File: src/rtl/int_to_fp_converter_if.sv
// Request/result bundle between an integer datapath and int_to_fp_converter.
// Master drives start/int_in; slave returns ready/done and the fp fields.
interface int_to_fp_converter_if #(
  parameter int IN_W = 16
);
  logic            start;
  logic [IN_W-1:0] int_in;
  logic            ready;
  logic            done;
  logic            sign_out;
  logic [3:0]      exp_out;
  logic [7:0]      frac_out;
  logic            ovf;

  modport master (
    output start, int_in,
    input  ready, done, sign_out, exp_out, frac_out, ovf
  );

  modport slave (
    input  start, int_in,
    output ready, done, sign_out, exp_out, frac_out, ovf
  );
endinterface

File: src/rtl/int_to_fp_converter.sv
// Sequential signed-int to {sign, exp[3:0], frac[7:0]} converter.
// Define INT2FP_ROUND_EN for round-to-nearest-even, otherwise truncates.
module int_to_fp_converter #(
  parameter int IN_W = 16
) (
  input logic clk,
  input logic reset_n,
  int_to_fp_converter_if.slave io
);

  localparam int EW = $clog2(IN_W + 1);

  typedef enum logic [1:0] {
    IDLE,
    NORM,
    ROUND
  } state_t;

  state_t          state_q, state_d;
  logic [IN_W-1:0] mag_q, mag_d;
  logic [EW-1:0]   e_q, e_d;
  logic            sgn_q, sgn_d;
  logic            done_q, done_d;
  logic            sign_q, sign_d;
  logic [3:0]      exp_q, exp_d;
  logic [7:0]      frac_q, frac_d;
  logic            ovf_q, ovf_d;

  logic [7:0]      f_w;
  logic            inc_w;
  logic [8:0]      fsum_w;
  logic [EW:0]     efin_w;
  logic            ovf_w;

  assign f_w = mag_q[IN_W-1 -: 8];

`ifdef INT2FP_ROUND_EN
  localparam logic [IN_W-1:0] S_MASK =
    IN_W'((64'd1 << (IN_W - 10)) - 64'd1);
  logic g_w, r_w, s_w;
  assign g_w   = mag_q[IN_W-9];
  assign r_w   = mag_q[IN_W-10];
  assign s_w   = |(mag_q & S_MASK);
  assign inc_w = g_w & (r_w | s_w | f_w[0]);
`else
  assign inc_w = 1'b0;
`endif

  // A carry out of the fraction renormalises to 0.1 and bumps e.
  assign fsum_w = {1'b0, f_w} + {8'd0, inc_w};
  assign efin_w = {1'b0, e_q} + {{EW{1'b0}}, fsum_w[8]};
  assign ovf_w  = efin_w > (EW+1)'(15);

  always_comb begin
    state_d = state_q;
    mag_d   = mag_q;
    e_d     = e_q;
    sgn_d   = sgn_q;
    done_d  = 1'b0;
    sign_d  = sign_q;
    exp_d   = exp_q;
    frac_d  = frac_q;
    ovf_d   = ovf_q;
    unique case (state_q)
      IDLE: begin
        if (io.start) begin
          sgn_d   = io.int_in[IN_W-1];
          mag_d   = io.int_in[IN_W-1] ? -io.int_in
                                      : io.int_in;
          e_d     = EW'(IN_W);
          state_d = NORM;
        end
      end
      NORM: begin
        if (mag_q == '0 || mag_q[IN_W-1]) begin
          state_d = ROUND;
        end else begin
          mag_d = mag_q << 1;
          e_d   = e_q - EW'(1);
        end
      end
      ROUND: begin
        done_d  = 1'b1;
        state_d = IDLE;
        if (mag_q == '0) begin
          sign_d = 1'b0;
          exp_d  = 4'h0;
          frac_d = 8'h00;
          ovf_d  = 1'b0;
        end else if (ovf_w) begin
          sign_d = sgn_q;
          exp_d  = 4'hF;
          frac_d = 8'hFF;
          ovf_d  = 1'b1;
        end else begin
          sign_d = sgn_q;
          exp_d  = efin_w[3:0];
          frac_d = fsum_w[8] ? 8'h80 : fsum_w[7:0];
          ovf_d  = 1'b0;
        end
      end
      default: state_d = IDLE;
    endcase
  end

  always_ff @(posedge clk or negedge reset_n) begin
    if (!reset_n) begin
      state_q <= IDLE;
      mag_q   <= '0;
      e_q     <= '0;
      sgn_q   <= 1'b0;
      done_q  <= 1'b0;
      sign_q  <= 1'b0;
      exp_q   <= 4'h0;
      frac_q  <= 8'h00;
      ovf_q   <= 1'b0;
    end else begin
      state_q <= state_d;
      mag_q   <= mag_d;
      e_q     <= e_d;
      sgn_q   <= sgn_d;
      done_q  <= done_d;
      sign_q  <= sign_d;
      exp_q   <= exp_d;
      frac_q  <= frac_d;
      ovf_q   <= ovf_d;
    end
  end

  assign io.ready    = (state_q == IDLE);
  assign io.done     = done_q;
  assign io.sign_out = sign_q;
  assign io.exp_out  = exp_q;
  assign io.frac_out = frac_q;
  assign io.ovf      = ovf_q;

endmodule

File: src/flat_wrapper.sv
// flat-port wrapper written by rule: the top's interface ports become plain ports
module int_to_fp_converter_flat 
#(
  parameter int IN_W = 16
)
  (clk, reset_n, io_start, io_int_in, io_ready, io_done, io_sign_out, io_exp_out, io_frac_out, io_ovf);
  int_to_fp_converter_if #(.IN_W(IN_W)) io_i ();
  input logic clk;
  input logic reset_n;
  input wire logic [$bits(io_i.start)-1:0] io_start;
  input wire logic [$bits(io_i.int_in)-1:0] io_int_in;
  output wire logic [$bits(io_i.ready)-1:0] io_ready;
  output wire logic [$bits(io_i.done)-1:0] io_done;
  output wire logic [$bits(io_i.sign_out)-1:0] io_sign_out;
  output wire logic [$bits(io_i.exp_out)-1:0] io_exp_out;
  output wire logic [$bits(io_i.frac_out)-1:0] io_frac_out;
  output wire logic [$bits(io_i.ovf)-1:0] io_ovf;
  assign io_i.start = io_start;
  assign io_i.int_in = io_int_in;
  assign io_ready = io_i.ready;
  assign io_done = io_i.done;
  assign io_sign_out = io_i.sign_out;
  assign io_exp_out = io_i.exp_out;
  assign io_frac_out = io_i.frac_out;
  assign io_ovf = io_i.ovf;
  int_to_fp_converter #(.IN_W(IN_W)) u_core (.clk(clk), .reset_n(reset_n), .io(io_i));
endmodule
File: config.mk
export PLATFORM = sky130hd
export DESIGN_NAME = int_to_fp_converter_flat
export DESIGN_NICKNAME = d
export VERILOG_FILES = /design/src/rtl/int_to_fp_converter_if.sv /design/src/rtl/int_to_fp_converter.sv /design/src/flat_wrapper.sv
export SDC_FILE = /design/constraint.sdc
export NUM_CORES = 1
export LEC_CHECK = 0
export ABC_AREA = 0
export CAP_MARGIN = 20
export CORE_MARGIN = 2
export CORE_UTILIZATION = 55
export DETAILED_ROUTE_END_ITERATION = 12
export PLACE_DENSITY = 0.88
export SKIP_CTS_REPAIR_TIMING = 1
export SYNTH_ARGS = -nofsm -noshare
export SYNTH_HDL_FRONTEND = slang
export SYNTH_SLANG_ARGS = --single-unit
export TNS_END_PERCENT = 5
File: constraint.sdc
create_clock -name clk -period 4 [get_ports clk]
set_input_delay 0.8 -clock clk [delete_from_list [all_inputs] [get_ports clk]]
set_output_delay 0.8 -clock clk [all_outputs]
set_load 0.01 [all_outputs]
==> results of run 1 <==
==> sequential cells by signal, indices dropped and copies added (netlist names) <==
register / flops
u_core.e_q: 5
u_core.io.done: 1
u_core.io.exp_out: 4
u_core.io.frac_out: 8
u_core.io.ovf: 1
u_core.io.sign_out: 1
u_core.mag_q: 16
u_core.sgn_q: 1
u_core.state_q: 2
==> cell usage after synthesis (2+ instances only) <==
| master | count | share of area [%] |
|---|---|---|
| mux2i_1 | 12 | 5.8 |
| xor2_1 | 9 | 3.8 |
| clkbuf_1 | 5 | 0.90 |
| nand2b_1 | 3 | 0.90 |
| a31oi_1 | 3 | 0.90 |
| nand3_1 | 6 | 1.4 |
| nor4_1 | 7 | 2.1 |
| a21oi_1 | 7 | 1.7 |
| buf_6 | 2 | 1.1 |
| dfrtp_1 | 39 | 47 |
| o31ai_1 | 3 | 1.1 |
| or3_1 | 4 | 1.2 |
| nor2_1 | 22 | 4.0 |
| ha_1 | 3 | 1.8 |
| nor3_1 | 5 | 1.2 |
| nand2_1 | 30 | 5.4 |
| o21ai_0 | 28 | 6.7 |
| nand4_1 | 2 | 0.60 |
| xnor2_1 | 4 | 1.7 |
| o21ai_2 | 4 | 1.7 |
| inv_1 | 9 | 1.6 |
==> power by group through the flow <==
stage / clock [mW] / combinational (mW) / sequential (mW)
after detailed placement: 0 / 0.812 / 0.753
final: 0.259 / 0.815 / 0.749
after global routing: 0.284 / 0.925 / 0.768
after CTS: 0.265 / 0.823 / 0.746
after floorplan: 0 / 0.529 / 0.747
after global placement: 0 / 0.789 / 0.740
==> worst reg2reg max path: cells and delay by family (launching register included) <==
| family | cells | cell delay (ns) |
|---|---|---|
| AND/OR/NAND/NOR | 1 | 0.55 |
| AO/OA/AOI/OAI | 3 | 1.12 |
| buffers and inverters | 1 | 0.08 |
| flip-flops | 1 | 0.41 |
==> routing by layer <==
metal | track usage, % | vias to the layer above | share of wire (%)
li1 | - | 846 | -
met1 | 29.76 | 805 | 45
met2 | 39.03 | 62 | 48
met3 | 3.596 | 7 | 5.1
met4 | 7.813 | 0 | 1.5
met5 | 0 | - | 0
==> layout make-up <==
class	count	area, µm²	share of cell area, %
Inverter	10	37.54	1.495
Multi-Input combinational cell	165	1015	40.41
Clock inverter	1	5.005	0.1993
Timing Repair Buffer	34	335.3	13.35
Clock buffer	6	82.58	3.288
Sequential cell	39	975.9	38.86
Tap cell	48	60.06	2.392
==> kinds of logic after synthesis <==
logic type,share of synthesized area (%)
simple gates,18.59
compound gates,17.15
flops,46.93
buf+inv,4.271
xor+xnor,5.475
mux,5.776
fa+ha+maj,1.805
==> through the flow <==
step / total power, mW / util [%] / hold slack, ns / instances / setup slack, ns
final: 1.823 / 68.59 / 0.4792 / 303 / 1.550
after CTS: 1.834 / 68.59 / 0.4842 / 303 / 1.612
after global placement: 1.529 / 66.20 / 0.4627 / 296 / 1.313
after global routing: 1.976 / 68.59 / 0.5075 / 303 / 1.408
after floorplan: 1.276 / - / 0.4683 / 223 / 1.915
after detailed placement: 1.564 / 66.20 / 0.4691 / 296 / 1.309
==> worst paths after layout <==
check,cells after the start,slack (ns),endpoint
setup / recovery,6,1.55,u_core.mag_q[11]
hold / removal,2,0.48,u_core.io.ovf
setup reg to reg,5,1.73,u_core.mag_q[12]
hold reg to reg,2,0.48,u_core.io.ovf
max in group asynchronous,1,2.85,u_core.mag_q[14]
min in group asynchronous,1,0.62,u_core.io.frac_out[2]
==> impl_metrics.py, run 1 <==
metrics = {
    "die": {
        "core_um2": 3661,
        "die_w_um": 65.49,
        "ios": 35,
        "dieArea_um2": 4289,
        "initial_core_util_pct": 56.80,
        "die_h_um": 65.49,
        "std_cell_rows": 22,
    },
    "sta": {
        "finalCritPeriodShare_pct": 61.26,
        "finalHoldViolCount": 0,
        "rsz0062_at_grt": "no",
        "period_minus_slack_ns": 2.450,
        "setup_viol": 0,
        "tightestPinTransition_ns": 0.9007,
        "slew_headroom_pct": 39.83,
        "final.setup.tns_ns": 0,
        "slew_viol_final": 0,
        "clock.fmax_ghz": 0.4081,
        "finClkSkew_ns": 0.004609,
    },
    "route": {
        "remaining_drc_errors": 0,
        "viasPerCell": 5.677,
        "drt_first_pass_iters": 4,
        "vias": 1720,
        "wl_um": 4326,
        "dr.first_iter.drc_count": 112,
        "wl_per_cell_um": 14.28,
        "antenna_left": 0,
    },
    "global_route": {
        "antenna_found_initial": 0,
        "grt_pass1_wl_um": 7534,
        "grt_start_max_net_pins": 40,
        "grtUsageTotal_pct": 22.91,
        "grt_overflow": 0,
        "grt_pass1_vias": 1658,
    },
    "cts": {
        "cts_buffer_depth": 2,
        "htreeDepth": 2,
        "cts_root_buf": "clkbuf_8",
        "cts_tree": "yes",
        "cts_inserted_buffers": 5,
        "clkTransAtPathRegs_ns": 0.07,
        "insertion_delay_ns": 0.28,
        "clkSinkCount": 39,
    },
    "yosys": {
        "synth.avg_cell_area_um2": 9.325,
        "synth-async-reset-ratio_pct": 100.0,
        "ys_warn_count": 0,
        "synth_cell_types": 37,
        "synth-edff-count": 0,
        "ys_ff_latch": 39,
        "synth_ff_type": "dfrtp_1",
        "netlist_instances": 223,
        "syn_area_um2": 2079,
        "synth.yosys.seq_area_share_pct": 46.93,
        "synth_fp_nets": 245,
    },
    "job": {
        "max_cap_violations": 0,
    },
    "layout": {
        "layout_common_cells": "dfrtp_1, clkdlybuf4s50_1, nand2_1, o21ai_0, nor2_1",
        "layout_commonest_cell": "dfrtp_1",
        "fill_cells": 308,
        "drive_gt1_share_pct": 7.451,
        "finalInstanceArea_um2": 2511,
        "antenna_cells": 0,
        "area_growth_pct": 20.76,
        "layout.nets": 277,
    },
    "outcome": {
        "status": "complete, no violations",
    },
    "worst_setup_path": {
        "critPathMaxFanout": 6,
        "worstSetupPathType": "in2reg",
        "crit_path_max_incr_delay_ns": 0.63,
        "crit_path_top_delay_cell": "nor4_1",
        "rr_startpoint": "u_core.mag_q[2]",
        "startpoint_type": "primary input",
        "cp_cell_sequence": "clkdlybuf4s50_1 > nor4_1 > nand3_1 > o21ai_0 > xor2_1 > mux2i_1",
        "crit_path_start": "io_int_in[2]",
        "critical_path.top_delay_family": "simple AND/OR/NAND/NOR gates",
        "arrival_ns": 2.61,
        "crit_required_ns": 4.16,
        "crit_buf_inv": 1,
        "end_kind": "flop",
    },
    "place": {
        "io_buffers": 34,
        "routabilityCongestion": 0.8572,
        "hpwl_um": 3117,
        "postPlaceCellArea_um2": 2424,
    },
    "power": {
        "clock_power_share_pct": 14.2,
        "power.internal_mw": 1.096,
        "pwr-share-seq_pct": 41.1,
        "p_per_area_nw_per_um2": 725.9,
        "power.switching_uw": 726.6,
        "switching_share_pct": 39.86,
        "power.leakage_nw": 1.134,
        "ir_drop_uv": 234.7,
        "p_comb_share_pct": 44.7,
    },
    "min_path": {
        "hold_start": "u_core.io.ovf",
        "hp-class": "reg2reg",
    },
}
(Power assumes the default switching activity.)
==> run 2, diff against run 1 <==
Settings changed: CORE_UTILIZATION 55 to 48, PLACE_DENSITY 0.88 to 0.82.
Clock period 4 ns to 2.2 ns, I/O delays scaled along.
==> impl_metrics.py, run 2 (synthesis gave the netlist of run 1 again) <==
metrics = {
    "cts": {
        "insertion_delay_ns": 0.30,
        "cts_tree": "yes",
        "htreeDepth": 2,
        "clkSinkCount": 39,
        "cts_root_buf": "clkbuf_8",
        "clkTransAtPathRegs_ns": 0.08,
        "cts_inserted_buffers": 5,
        "cts_buffer_depth": 2,
    },
    "min_path": {
        "hp-class": "reg2reg",
        "hold_start": "u_core.io.ovf",
    },
    "layout": {
        "layout_commonest_cell": "dfrtp_1",
        "drive_gt1_share_pct": 13.14,
        "area_growth_pct": 30.39,
        "layout_common_cells": "dfrtp_1, clkdlybuf4s50_1, nand2_1, o21ai_0, nor2_1",
        "top_register": "u_core.mag_q",
        "layout.nets": 295,
        "fill_cells": 359,
        "fin_cells": 324,
        "antenna_cells": 0,
        "largest_reg_flops": 16,
    },
    "worst_setup_path": {
        "crit_path_max_incr_delay_ns": 0.47,
        "critPathMaxFanout": 10,
        "arrival_ns": 2.20,
        "crit_required_ns": 2.38,
        "worstSetupPathType": "reg2reg",
        "rr_startpoint": "u_core.mag_q[13]",
        "crit_path_frequent_cell": "mux2i_1",
        "startpoint_type": "flop",
        "cp_cell_sequence": "nor4_1 > a41oi_2 > nand2_2 > mux2i_1 > mux2i_1",
        "crit_path_start": "u_core.mag_q[13]",
        "end_kind": "flop",
        "crit_path_top_delay_cell": "nor4_1",
    },
    "route": {
        "dr.first_iter.drc_count": 165,
        "viasPerCell": 5.491,
        "wl_met3_um": 246,
        "drt-met1-wl_um": 2178,
        "wl_um": 4680,
        "wl_per_cell_um": 14.44,
        "antenna_left": 0,
        "wl_met2_um": 2202,
        "remaining_drc_errors": 0,
        "highest_layer": "met4",
        "vias": 1779,
        "drt_first_pass_iters": 4,
    },
    "global_route": {
        "grt_pass1_vias": 1695,
        "grtUsageTotal_pct": 20.75,
        "grt_pass1_wl_um": 8017,
        "grt_start_max_net_pins": 40,
        "grt_overflow": 0,
        "antenna_found_initial": 0,
    },
    "die": {
        "std_cell_rows": 23,
        "initial_core_util_pct": 50.89,
        "ios": 35,
        "die_h_um": 69.82,
        "core_um2": 4086,
        "dieArea_um2": 4875,
        "die_w_um": 69.82,
    },
    "sta": {
        "hold-worst-slack_ns": 0.4790,
        "rsz0062_at_grt": "no",
        "finalHoldViolCount": 0,
        "slew_headroom_pct": 60.02,
        "finClkSkew_ns": 0.01013,
        "clock.fmax_ghz": 0.4934,
        "period_minus_slack_ns": 2.027,
        "finalWorstSetupSlack_ns": 0.1731,
        "tightestPinTransition_ns": 0.5985,
        "setup_viol": 0,
        "finalCritPeriodShare_pct": 92.13,
        "slew_viol_final": 0,
    },
    "power": {
        "ir_drop_uv": 575.3,
        "p_per_area_nw_per_um2": 1357,
        "p_total_mw": 3.680,
        "power.leakage_nw": 1.245,
    },
    "outcome": {
        "status": "complete, no violations",
    },
    "place": {
        "hpwl_um": 3442,
        "routabilityCongestion": 0.8912,
        "dp_slack_ns": -0.1105,
        "io_buffers": 34,
        "dp_cells": 316,
    },
    "job": {
        "max_cap_violations": 0,
    },
}
-- run 2: changes by cell type in the layout (fill, tap and decap cells not counted) --
cell             previous run  this run
clkdlybuf4s50_1            33        34
bufinv_16                   0         2
buf_2                       1         0
buf_12                      0         1
clkbuf_1                    0         1
clkinv_2                    1         0
clkbuf_8                    6         5
buf_4                       0        17
-- run 2: through the flow --
step	area, µm²	setup TNS (ns)	utilization, %
detailed placement	2579	-0.1473	63.10
global placement	2579	0	63.10
floorplan	2079	0	-
finish	2711	0	66.35
CTS	2711	0	66.35
global route	2711	0	66.35
-- run 2: final cells by class --
type	count	area [µm²]	share of cell area (%)
clock inverter	2	60.06	2.215
tap	50	62.56	2.307
sequential	39	975.9	35.99
clock buffer	6	72.57	2.677
inverter	10	37.54	1.384
timing repair buffer	52	488.0	18.00
multi-input combinational	165	1015	37.42
-- run 2: worst paths after layout --
check / to / slack (ns) / depth (start not counted)
worst max-delay path: u_core.mag_q[11] / 0.17 / 5
worst min-delay path: u_core.io.ovf / 0.48 / 2
worst max register to register: u_core.mag_q[11] / 0.17 / 5
worst min register to register: u_core.io.ovf / 0.48 / 2
max in group asynchronous: u_core.io.frac_out[4] / 1.29 / 2
min in group asynchronous: u_core.io.exp_out[2] / 0.56 / 2
-- run 2: layer usage --
metal,track usage (%),vias up
li1,-,881
met1,26.99,832
met2,33.76,60
met3,4.942,6
met4,7.479,0
met5,0,-
-- run 2: worst max-delay path, delay by kind of cell, from the launching register on --
family           cells  cell delay (ns)
AND/OR/NAND/NOR      2             0.78
flip-flops           1             0.44
AO/OA/AOI/OAI        1             0.35
multiplexers         2             0.33
-- run 2: power by group --
| group | internal, mW | leakage, nW | total [mW] | switching, mW |
|---|---|---|---|---|
| sequential | 1.07 | 0.477 | 1.37 | 0.299 |
| combinational | 0.771 | 0.702 | 1.61 | 0.834 |
| clock | 0.453 | 0.0654 | 0.708 | 0.254 |
==> run 3, diff against run 2 <==
Settings changed: ABC_CLOCK_PERIOD_IN_PS set to 2200.
==> results of run 3 <==
No change in the layout: final DEF, timing and power equal those of run 2.
